### src/rtl/distribute1to3.sv
// -----------------------------------------------------------------------------
// distribute1to3
//
// Purpose
//   Routes one N-bit operand stream (a GF(2^233) field element by default) to
//   one of three destination buffers, A, B or C, chosen by SEL.
//   Each destination is a one-entry skid-free buffer: an N-bit data register
//   plus a valid flag. The three buffers drain independently of each other.
//
// Handshake (identical on every channel)
//   A transfer happens on a rising CLK edge where VALID && READY are both high.
//   A producer holds VALID and its data steady until that transfer happens.
//   READY may be sampled combinationally. IN_READY depends on SEL and on the
//   downstream *_READY of the selected buffer, but never on IN_VALID.
//
// Ports
//   CLK                        system clock, rising edge active
//   RST_N                      synchronous reset, active low
//   SEL[1:0]                   destination: 00 -> C, 01 -> B, 1x -> A
//   IN[N-1:0], IN_VALID        source operand and its valid
//   IN_READY                   source operand accepted this cycle
//   A/B/C[N-1:0]               registered destination operands
//   A/B/C_VALID                destination holds an undelivered operand
//   A/B/C_READY                downstream takes the destination operand
// -----------------------------------------------------------------------------
module distribute1to3 #(
    parameter int N = 233
) (
    input  logic         CLK,
    input  logic         RST_N,
    input  logic [1:0]   SEL,
    input  logic [N-1:0] IN,
    input  logic         IN_VALID,
    output logic         IN_READY,
    output logic [N-1:0] A,
    output logic [N-1:0] B,
    output logic [N-1:0] C,
    output logic         A_VALID,
    output logic         B_VALID,
    output logic         C_VALID,
    input  logic         A_READY,
    input  logic         B_READY,
    input  logic         C_READY
);

    // Destination decode.
    logic sel_a;
    logic sel_b;
    logic sel_c;

    // Output transfer on each buffer this cycle.
    logic a_take;
    logic b_take;
    logic c_take;

    // Buffer can accept a new operand this cycle: either empty, or its
    // current operand leaves on this same edge (back-to-back, no bubble).
    logic a_free;
    logic b_free;
    logic c_free;

    // Input transfer, and which buffer it lands in.
    logic in_fire;
    logic a_load;
    logic b_load;
    logic c_load;

    always_comb begin
        sel_a    = SEL[1];            // 10 and 11 both target A
        sel_b    = (SEL == 2'b01);
        sel_c    = (SEL == 2'b00);

        a_take   = A_VALID && A_READY;
        b_take   = B_VALID && B_READY;
        c_take   = C_VALID && C_READY;

        a_free   = !A_VALID || A_READY;
        b_free   = !B_VALID || B_READY;
        c_free   = !C_VALID || C_READY;

        // Held low during reset so no operand is ever taken and then dropped.
        IN_READY = RST_N && ((sel_a && a_free) ||
                             (sel_b && b_free) ||
                             (sel_c && c_free));

        in_fire  = IN_VALID && IN_READY;
        a_load   = in_fire && sel_a;
        b_load   = in_fire && sel_b;
        c_load   = in_fire && sel_c;
    end

    // Buffer A. A load wins over a take: the valid flag stays set and the
    // register picks up the new operand. A take alone only clears the flag;
    // the data register keeps its last value.
    always_ff @(posedge CLK) begin
        if (!RST_N) begin
            A       <= '0;
            A_VALID <= 1'b0;
        end else if (a_load) begin
            A       <= IN;
            A_VALID <= 1'b1;
        end else if (a_take) begin
            A_VALID <= 1'b0;
        end
    end

    // Buffer B, same behaviour as A.
    always_ff @(posedge CLK) begin
        if (!RST_N) begin
            B       <= '0;
            B_VALID <= 1'b0;
        end else if (b_load) begin
            B       <= IN;
            B_VALID <= 1'b1;
        end else if (b_take) begin
            B_VALID <= 1'b0;
        end
    end

    // Buffer C, same behaviour as A.
    always_ff @(posedge CLK) begin
        if (!RST_N) begin
            C       <= '0;
            C_VALID <= 1'b0;
        end else if (c_load) begin
            C       <= IN;
            C_VALID <= 1'b1;
        end else if (c_take) begin
            C_VALID <= 1'b0;
        end
    end

endmodule

### config.mk
export PLATFORM = sky130hd
export DESIGN_NAME = distribute1to3
export DESIGN_NICKNAME = d
export VERILOG_FILES = /design/src/rtl/distribute1to3.sv
export SDC_FILE = /design/constraint.sdc
export NUM_CORES = 1
export LEC_CHECK = 0
export BUFFER_PORTS_ARGS = -buffer_cell sky130_fd_sc_hd__buf_2
export CAP_MARGIN = 30
export CORE_AREA = 2 2 365 367
export DETAILED_ROUTE_END_ITERATION = 16
export DIE_AREA = 0 0 367 369
export GPL_TIMING_DRIVEN = 1
export PLACE_DENSITY = 0.49
export SLEW_MARGIN = 20
export SYNTH_ARGS = -nofsm -noshare
export SYNTH_HDL_FRONTEND = slang
export SYNTH_SLANG_ARGS = --single-unit
### constraint.sdc
create_clock -name CLK -period 1.4 [get_ports CLK]
set_input_delay 0.07 -clock CLK [delete_from_list [all_inputs] [get_ports CLK]]
set_output_delay 0.07 -clock CLK [all_outputs]
set_load 0.01 [all_outputs]
==> results.md, run 1 <==
- The number of hold-slack violations in the final timing report is 0.
- The netlist area before placement is 26900 µm².
- The number of distinct library cells after synthesis is 24.
- In this run, synthesis produced a sequential element count of 702.
- The via count of the routed design is 30400.
- The setup skew after layout is 19.6 ps.
- The signal arrival time at the worst endpoint is 1700 ps.
- The end of the worst hold path is A_VALID$_SDFFE_PN0P_.
- The average instance in the mapped netlist occupies 8.40 µm².
- Measured along the x axis, the die boundary spans 367 µm.
- The buffer type at the clock tree root is sky130_fd_sc_hd__clkbuf_16.
- For this design the top-level I/O count stands at 944.
- The worst ir drop on vdd is 786 µV.
- In the routed design, unresolved DRC markers number 0.
- The total power is 0.0503 W.
- The wire length of the first global-routing pass is 198 mm.
- Synthesis produced a netlist whose cell count is 3206.
- The first detailed-routing pass ran for 5 iterations.
- The final routed wirelength across all metal layers is 150 mm.
- The endpoint identified for the worst register-to-register timing path is B[92]$_SDFFE_PN0P_.
- The number of global-route vias before repair is 28300.
- The count of final max-slew check failures is 0.
- The worst hold path stage count is 4.
- The worst pin sits at a relative slew slack of 61.0%.
- From synthesis to final layout, the design area changed by 61.7%.
- The sum of overflow across all layers after global routing is 0.
- In this run the deepest clock path goes through 3 buffers.
- The top cell types in the final layout, fill and taps aside, are sky130_fd_sc_hd__buf_2, sky130_fd_sc_hd__dfxtp_1, sky130_fd_sc_hd__nand2_1, sky130_fd_sc_hd__nand4_1, sky130_fd_sc_hd__o21ai_0.
- The synthesized netlist net count is 3447.
- In this run the core area contains 133 standard-cell rows.
- CTS built an H-tree with a depth of 3.
- The tightest min-delay check is of the in -> reg type.
- The CTS tree is built.
- Setup repair after global routing could not meet its margin everywhere.
- The highest clock frequency the design can meet is 566 MHz.
- The endpoint class of the critical path is an output port.
- The switching power share of the total is 27.1%.
- Clock tree synthesis found a total of 702 sinks.
- The core area is 131000 µm².
- The count of final setup violators is 685.
- The data required time of the worst path is 1330 ps.
- In this run the critical register-to-register path is launched from B_VALID$_SDFFE_PN0P_.
- Dividing the final minimum period by the clock period gives 126%.
- Entering global routing, the biggest net connects 87 pins.
- The number of maximum-capacitance constraint violations is 0.
- The fraction of final layout cells with drive strength greater than 1 is 35.5%.
- The clock reaches the later pin of the worst-skew pair after 680 ps.
- The most frequent standard cell in the layout excluding fill and tap cells is sky130_fd_sc_hd__buf_2.
- The worst path in the final design needs a cycle of 1770 ps, including I/O delays and setup.
- The combinational cell fraction of total power is 13.2%.
- In this run the tool buffered the top-level ports with 943 buffer cells.
- In the final routed layout, each cell accounts on average for 23.9 µm.
- Yosys attributes the largest share of cell area to sky130_fd_sc_hd__dfxtp_1, sky130_fd_sc_hd__nand4_1, sky130_fd_sc_hd__o21ai_0, sky130_fd_sc_hd__nand2_1, sky130_fd_sc_hd__a21boi_0.
- At the pin with the least slew margin, the transition time is 585 ps.
- The power density over the cells is 1160 nW/µm².
- The placed instance area is 35200 µm².
- The clock slew at the register clock pins of the worst setup and hold paths is 60 ps.
- The detailed placement HPWL is 99.0 mm.
- For this run, the number of Yosys warnings is 0.
- The finished layout cell area is 43600 µm².
- The global placer's final weighted congestion is 0.841.
- Buffers inserted during clock tree synthesis total 84.
- The area of the die is 135000 µm².
- STA classifies the critical path startpoint as a flop.
- The checks that failed: negative setup slack.
- The length in cells of the worst reg-to-reg path is 10.
- The flow ran to the end, but the final reports show violations.
- The initial antenna violation count is 14.
- Internal power comes to 0.0367 W.
- In the routed layout, each cell is associated on average with a via count of 4.85.
- The fraction of the core area covered by cells at the end of the flow is 33.2%.
- The share of the synthesized area in the top cell type is 52.2%.
- The switching power total is 0.0136 W.
- The share of total power in the clock network is 44.6%.
- The worst register-to-register path has a setup slack of -220 ps.
- The minimum hold slack is 68.8 ps.
- The global-route total usage across every layer is 19.6%.
- The first routing iteration left 2246 violations.
- The critical path is of the reg -> out type.
- The initial standard-cell utilization of the core is 20.5%.
- Measured along the y axis, the die boundary spans 369 µm.
- The remaining number of nets flagged by the antenna check after routing is 0.
- The sequential-to-total area share from yosys stat is 52.2%.
- After layout, the worst setup slack is -367 ps.
- The analysis attributes to cell leakage a power of 18.2 nW.
- After the last flow step, the layout net total stands at 4678.
- The sequential group share of total power is 42.3%.
- The largest total area in the synthesized netlist belongs to sky130_fd_sc_hd__dfxtp_1.
- In this run the worst path has a maximum fanout of 2.
- The worst hold path begins at RST_N.
-- state kept, by name (all words and copies together) (netlist names) --
signal,flops
A,233
B,233
C,233
A_VALID,1
B_VALID,1
C_VALID,1
-- metal layers --
| layer | vias to the layer above | global-route usage (%) | share of wire [%] |
|---|---|---|---|
| met2 | 1456 | 31.0 | 46 |
| met5 | - | 0 | 0.012 |
| met3 | 260 | 6.55 | 9.3 |
| met4 | 2 | 8.43 | 3.9 |
| li1 | 14100 | - | - |
| met1 | 14600 | 24.1 | 41 |
-- final cells by class --
cell class | instances | area (µm²)
Antenna cell | 6 | 15.0
Fill cell | 13800 | 87600
Multi-Input combinational cell | 2113 | 11900
Clock inverter | 29 | 322
Timing Repair Buffer | 1534 | 12500
Inverter | 2 | 7.51
Sequential cell | 702 | 14100
Tap cell | 1755 | 2200
Clock buffer | 124 | 2460
-- how the worst max path moves through the flow --
stage	to	slack (ps)	from
after detailed placement	C[161]$_SDFFE_PN0P_	-130	SEL[0]
final	IN_READY	-370	C_VALID$_SDFFE_PN0P_
after CTS	IN_READY	-450	B_VALID$_SDFFE_PN0P_
after global routing	IN_READY	-460	A_VALID$_SDFFE_PN0P_
after floorplan	B[100]$_SDFFE_PN0P_	-50	B_VALID$_SDFFE_PN0P_
after global placement	C[161]$_SDFFE_PN0P_	-150	SEL[0]
-- cell usage after synthesis, drive strengths merged --
| cell | instances |
|---|---|
| and3 | 2 |
| inv | 2 |
| nand2b | 3 |
| and2 | 1 |
| clkbuf | 325 |
| nor3b | 1 |
| o21ai | 699 |
| nor2b | 1 |
| o21a | 2 |
| a21boi | 234 |
| buf | 64 |
| dfxtp | 702 |
| mux2 | 1 |
| o211a | 1 |
| nand2 | 468 |
| nand3 | 233 |
| nand4 | 466 |
| and3b | 1 |
-- cell families (layout without fill, tap and decap cells) --
kind of cell    after synthesis  count (layout)  synth area share, %
compound gates              936             936                 19.6
buf+inv                     391            1689                 6.26
flops                       702             702                 52.2
mux                           1               1               0.0418
other cells                   0               6                    0
simple gates               1176            1176                 21.9
-- power by group through the flow --
stage	Sequential, W	Combinational (W)	Clock, W
floorplan	0.0220	0.00179	0
global placement	0.0216	0.00521	0
detailed placement	0.0217	0.00522	0
CTS	0.0212	0.00601	0.0229
global route	0.0213	0.00705	0.0237
finish	0.0213	0.00664	0.0224
-- worst max-delay path, stage by stage, from the launching register on --
cell	delay [ps]
sky130_fd_sc_hd__dfxtp_2	350
sky130_fd_sc_hd__nand2b_4	60
sky130_fd_sc_hd__mux2_2	260
sky130_fd_sc_hd__o211a_1	220
sky130_fd_sc_hd__buf_2	140
-- stage by stage --
stage	setup TNS (ps)	std cells	setup WS [ps]
6_report	-75570	6265	-367
5_1_grt	-110970	6262	-458
4_1_cts	-28300	6180	-450
2_1_floorplan	-5320	3206	-53.2
3_3_place_gp	-13770	5770	-153
3_5_place_dp	-11830	5770	-129
-- repair_timing --
action / CTS / global route
setup endpoints to repair: 36 / 678
hold buffers: 239 / 0
pin swaps: 22 / 177
setup buffers: 12 / 32
resized for setup: 177 / 500
cloned: 6 / 51
endpoints found under the hold margin: 699 / 0
Power figures use the tool's default switching activity.
==> run 2: changes to the inputs <==
ABC_AREA = 1   (was not set)
CORE_AREA = 2 2 364 366   (was 2 2 365 367)
DIE_AREA = 0 0 366 368   (was 0 0 367 369)
PLACE_DENSITY = 0.5   (was 0.49)
==> run 2 against run 1 <==
Against the previous run:
- the flow still finishes with violations (negative setup slack)
- register-to-register slack got worse by 90 ps
- sequential share of layout area is 0.33 points higher
- core utilization fell by 0.30 points
- sequential power about the same
- non-clock buffer count fell by 157
- clock skew up 22 ps
- combinational power fell by 17%
- area after synthesis up 5.2%
- worst setup slack improved by 58 ps
==> results.md, run 2 <==
- The run finished, with violations left.
- The final reports fail on negative setup slack.
- From left edge to right edge, the die measures 366 µm.
- The share of total power in the clock network is 45.8%.
- The number of maximum-capacitance constraint violations is 0.
- Across the VDD grid, the largest voltage drop is 946 µV.
- The wire-length estimate of the detail-placed layout is 85.4 mm.
- The number of distinct library cells after synthesis is 9.
- After synthesis, the most frequently instantiated cells are sky130_fd_sc_hd__nand2_1, sky130_fd_sc_hd__nor2_1, sky130_fd_sc_hd__inv_1.
- The floorplan has 133 rows.
- The sequential cells in the finished layout cover a total of 14100 µm².
- The critical path goes through nand2_2 > nand2_2 > nand3_2 > buf_6 > buf_6 > nand4_4 > buf_12 > buf_16 > clkbuf_16 > nor2_1 > nor2_2.
- The clock tree synthesis step divided the H-tree into 3 levels.
- The library cells used most frequently in the layout, excluding fill and tap cells, are sky130_fd_sc_hd__nor2_1, sky130_fd_sc_hd__nand2_1, sky130_fd_sc_hd__buf_2.
- The maximum fanout along the worst path is 6.
- The number of input and output port buffers inserted is 943.
- The count of final setup violators is 702.
- Cell internal power was estimated by the tool at 0.0362 W.
- The ratio of routed vias to standard cells is 3.88.
- Data on the critical path arrives at its endpoint at 2260 ps.
- Summed over all layers, the routed wires come to 123 mm.
- The buffer type at the clock tree root is sky130_fd_sc_hd__clkbuf_16.
- After detailed routing, the number of remaining DRC violations is 0.
- The synthesized area per cell is 6.37 µm².
- The sum of overflow across all layers after global routing is 0.
- Clock-pin slew was measured on the worst setup and hold paths at 60 ps.
- The number of hold-slack violations in the final timing report is 0.
- The count of routing violations after the opening detailed-route iteration is 1862.
- In the synthesized netlist the dominant register cell turns out to be sky130_fd_sc_hd__dfxtp_1.
- TritonCTS created 82 clock buffers.
- The final period demand of the worst path is 1710 ps.
- The netlist area before placement is 28300 µm².
- The count of TritonRoute iterations in the first routing pass is 5.
- The endpoint class of the critical path is a flop.
- The type of element launching the critical path is a flop.
- Derived from the worst setup path, the maximum achievable clock frequency is 585 MHz.
- Dividing the detail-routed wire length by the instance count gives 16.3 µm.
- Counting every sink on the clock net gives 702.
- The height of the die is 368 µm.
- The count of final max-slew check failures is 0.
- The count of pins on the block boundary is 944.
- The length in cells of the worst reg-to-reg path is 11.
- The switching power total is 0.0131 W.
- The analysis attributes to cell leakage a power of 24.7 nW.
- The number of warning messages in the yosys log is 0.
- The via count of the routed design is 29200.
- The initial standard-cell utilization of the core is 21.7%.
- Synthesis inferred 702 register bits.
- The critical path starts at B_VALID$_SDFFE_PN0P_.
- The latest clock arrival within the worst-skew pair is 700 ps.
- The final net count is 5921.
- Of the cells placed in the final design, the portion with a size suffix greater than 1 is 25.0%.
- The core area is 131000 µm².
- The finished layout cell area is 43000 µm².
- In this run the most critical hold path is launched from IN[173].
- The most frequent standard cell in the layout excluding fill and tap cells is sky130_fd_sc_hd__nor2_1.
- The largest area contributor in the netlist is sky130_fd_sc_hd__dfxtp_1.
- The number of nets in the synthesized netlist is 4691.
- The CTS tree is built.
- The switching power share of the total is 26.6%.
- The final critical path takes up 122% of the cycle.
- Yosys attributes the largest share of cell area to sky130_fd_sc_hd__dfxtp_1, sky130_fd_sc_hd__nand2_1, sky130_fd_sc_hd__nor2_1, sky130_fd_sc_hd__inv_1, sky130_fd_sc_hd__buf_2.
- The share of the synthesized area in the top cell type is 49.6%.
- The first global-routing pass estimated 166 mm of wire.
- The placed instances occupy a cell area of 35700 µm².
- The data required time of the worst path is 1950 ps.
- The number of global-route vias before repair is 26600.
- The setup skew after layout is 41.3 ps.
- The kind of path behind the tightest hold check is in -> reg.
- Setup repair after global routing could not meet its margin everywhere.
- The filler cell count in the final layout is 14200.
- For the pin with the worst max-slew slack, the measured transition is 463 ps.
- The power density over the cells is 1140 nW/µm².
- Yosys mapped a number of flops with a built-in enable equal to 0.
- Combinational logic burns 11.2% of the power.
- In this run the remaining antenna-violating nets after routing total 0.
- The deepest clock path buffer count is 3.
- The highest cell delay on the worst timing path is 330 ps.
- Synthesis produced a netlist whose cell count is 4450.
- The sequential-to-total area share from yosys stat is 49.6%.
- The tightest hold path in the finished design has a slack of 180 ps.
- In this run the critical register-to-register path is launched from B_VALID$_SDFFE_PN0P_.
- The completed layout was analyzed and its total power is 0.0493 W.
- For this run, asynchronously set or reset flops after synthesis account for 0%.
- The headroom to the max-slew limit is 69.1%.
- In the post-synthesis netlist, the cell with the most instances is sky130_fd_sc_hd__nand2_1.
- In the final layout, the multi-input gates occupy 11200 µm².
- The least setup slack across all paths after layout is -309 ps.
- Entering global routing, the biggest net connects 77 pins.
- The floorplan step defined a die boundary enclosing 135000 µm².
- In the final layout, the registers with the most flip-flops are A: 233 flops, B: 233 flops, C: 233 flops.
- The global-route total usage across every layer is 16.2%.
- The worst hold path stage count is 4.
- The largest individual stage delay along the critical path comes from the cell sky130_fd_sc_hd__dfxtp_2.
- The sequential group share of total power is 42.9%.
- The global placer's final weighted congestion is 0.842.
- The critical path in this run is classified as reg -> reg.
- The initial antenna violation count is 21.
- The relative area change from synthesis to final layout is 51.9%.
==> run 2: cell types whose count changed after synthesis, moves of 170 or more <==
cell,delta
sky130_fd_sc_hd__nand3_1,-232
sky130_fd_sc_hd__nand4_1,-466
sky130_fd_sc_hd__inv_1,+703
sky130_fd_sc_hd__nand2_1,+937
sky130_fd_sc_hd__o21ai_1,-170
sky130_fd_sc_hd__clkbuf_1,-222
sky130_fd_sc_hd__nor2_1,+1400
sky130_fd_sc_hd__o21ai_0,-529
sky130_fd_sc_hd__a21boi_0,-219
==> run 2: power by group through the flow <==
| stage | registers (W) | clock network, W | logic [W] |
|---|---|---|---|
| after floorplan | 0.0219 | 0 | 0.00186 |
| after global placement | 0.0215 | 0 | 0.00448 |
| after detailed placement | 0.0216 | 0 | 0.00453 |
| after CTS | 0.0211 | 0.0232 | 0.00520 |
| after global routing | 0.0212 | 0.0240 | 0.00611 |
| final | 0.0211 | 0.0226 | 0.00554 |
==> run 2: final cells by class <==
type / instances / share of cell area (%)
Sequential cell: 702 / 32.7
Multi-Input combinational cell: 2812 / 26.0
Timing Repair Buffer: 1377 / 23.4
Inverter: 705 / 6.15
Clock buffer: 118 / 5.66
Tap cell: 1755 / 5.10
Clock inverter: 27 / 0.950
Antenna cell: 12 / 0.0698
==> run 2: worst max-delay path: cells and delay by family (launching register included) <==
family                 cells  cell delay (ps)
buffers and inverters      5              740
AND/OR/NAND/NOR            6              510
flip-flops                 1              330
==> run 2: logic make-up after synthesis <==
| group | count (synthesis) | synth area share (%) |
|---|---|---|
| simple gates | 2809 | 37.3 |
| buf+inv | 936 | 13.0 |
| flops | 702 | 49.6 |
| compound gates | 3 | 0.0530 |
==> run 2: worst paths after layout <==
kind	to	slack, ps
worst max-delay path	B[137]$_SDFFE_PN0P_	-310
worst min-delay path	A[173]$_SDFFE_PN0P_	180
worst max register to register	B[137]$_SDFFE_PN0P_	-310
worst min register to register	C_VALID$_SDFFE_PN0P_	500
==> run 2: per-layer routing <==
metal	wire length, µm	vias up	share of wire, %	global-route usage, %
met3	8940	193	7.3	5.42
met4	4100	6	3.3	6.84
met2	56900	833	46	26.3
met1	52700	13100	43	19.5
met5	24	-	0.020	0
li1	-	15100	-	-
==> run 2: repair_timing <==
action,CTS,global route
gates resized for setup,22,245
endpoints found under the setup margin,711,710
gates cloned,0,46
hold endpoints to repair,702,0
hold buffers,238,0
setup buffers,10,12
pin swaps,3,33
==> run 2: metrics by stage <==
stage	setup WS, ps	TNS, ps	util, %	instances
after floorplan	-6.71	-4030	-	4450
after global placement	-350	-141930	27.3	7045
after detailed placement	-377	-162970	27.3	7045
after CTS	-303	-134580	31.4	7438
after global routing	-399	-208050	32.9	7505
final	-309	-133730	32.9	7508
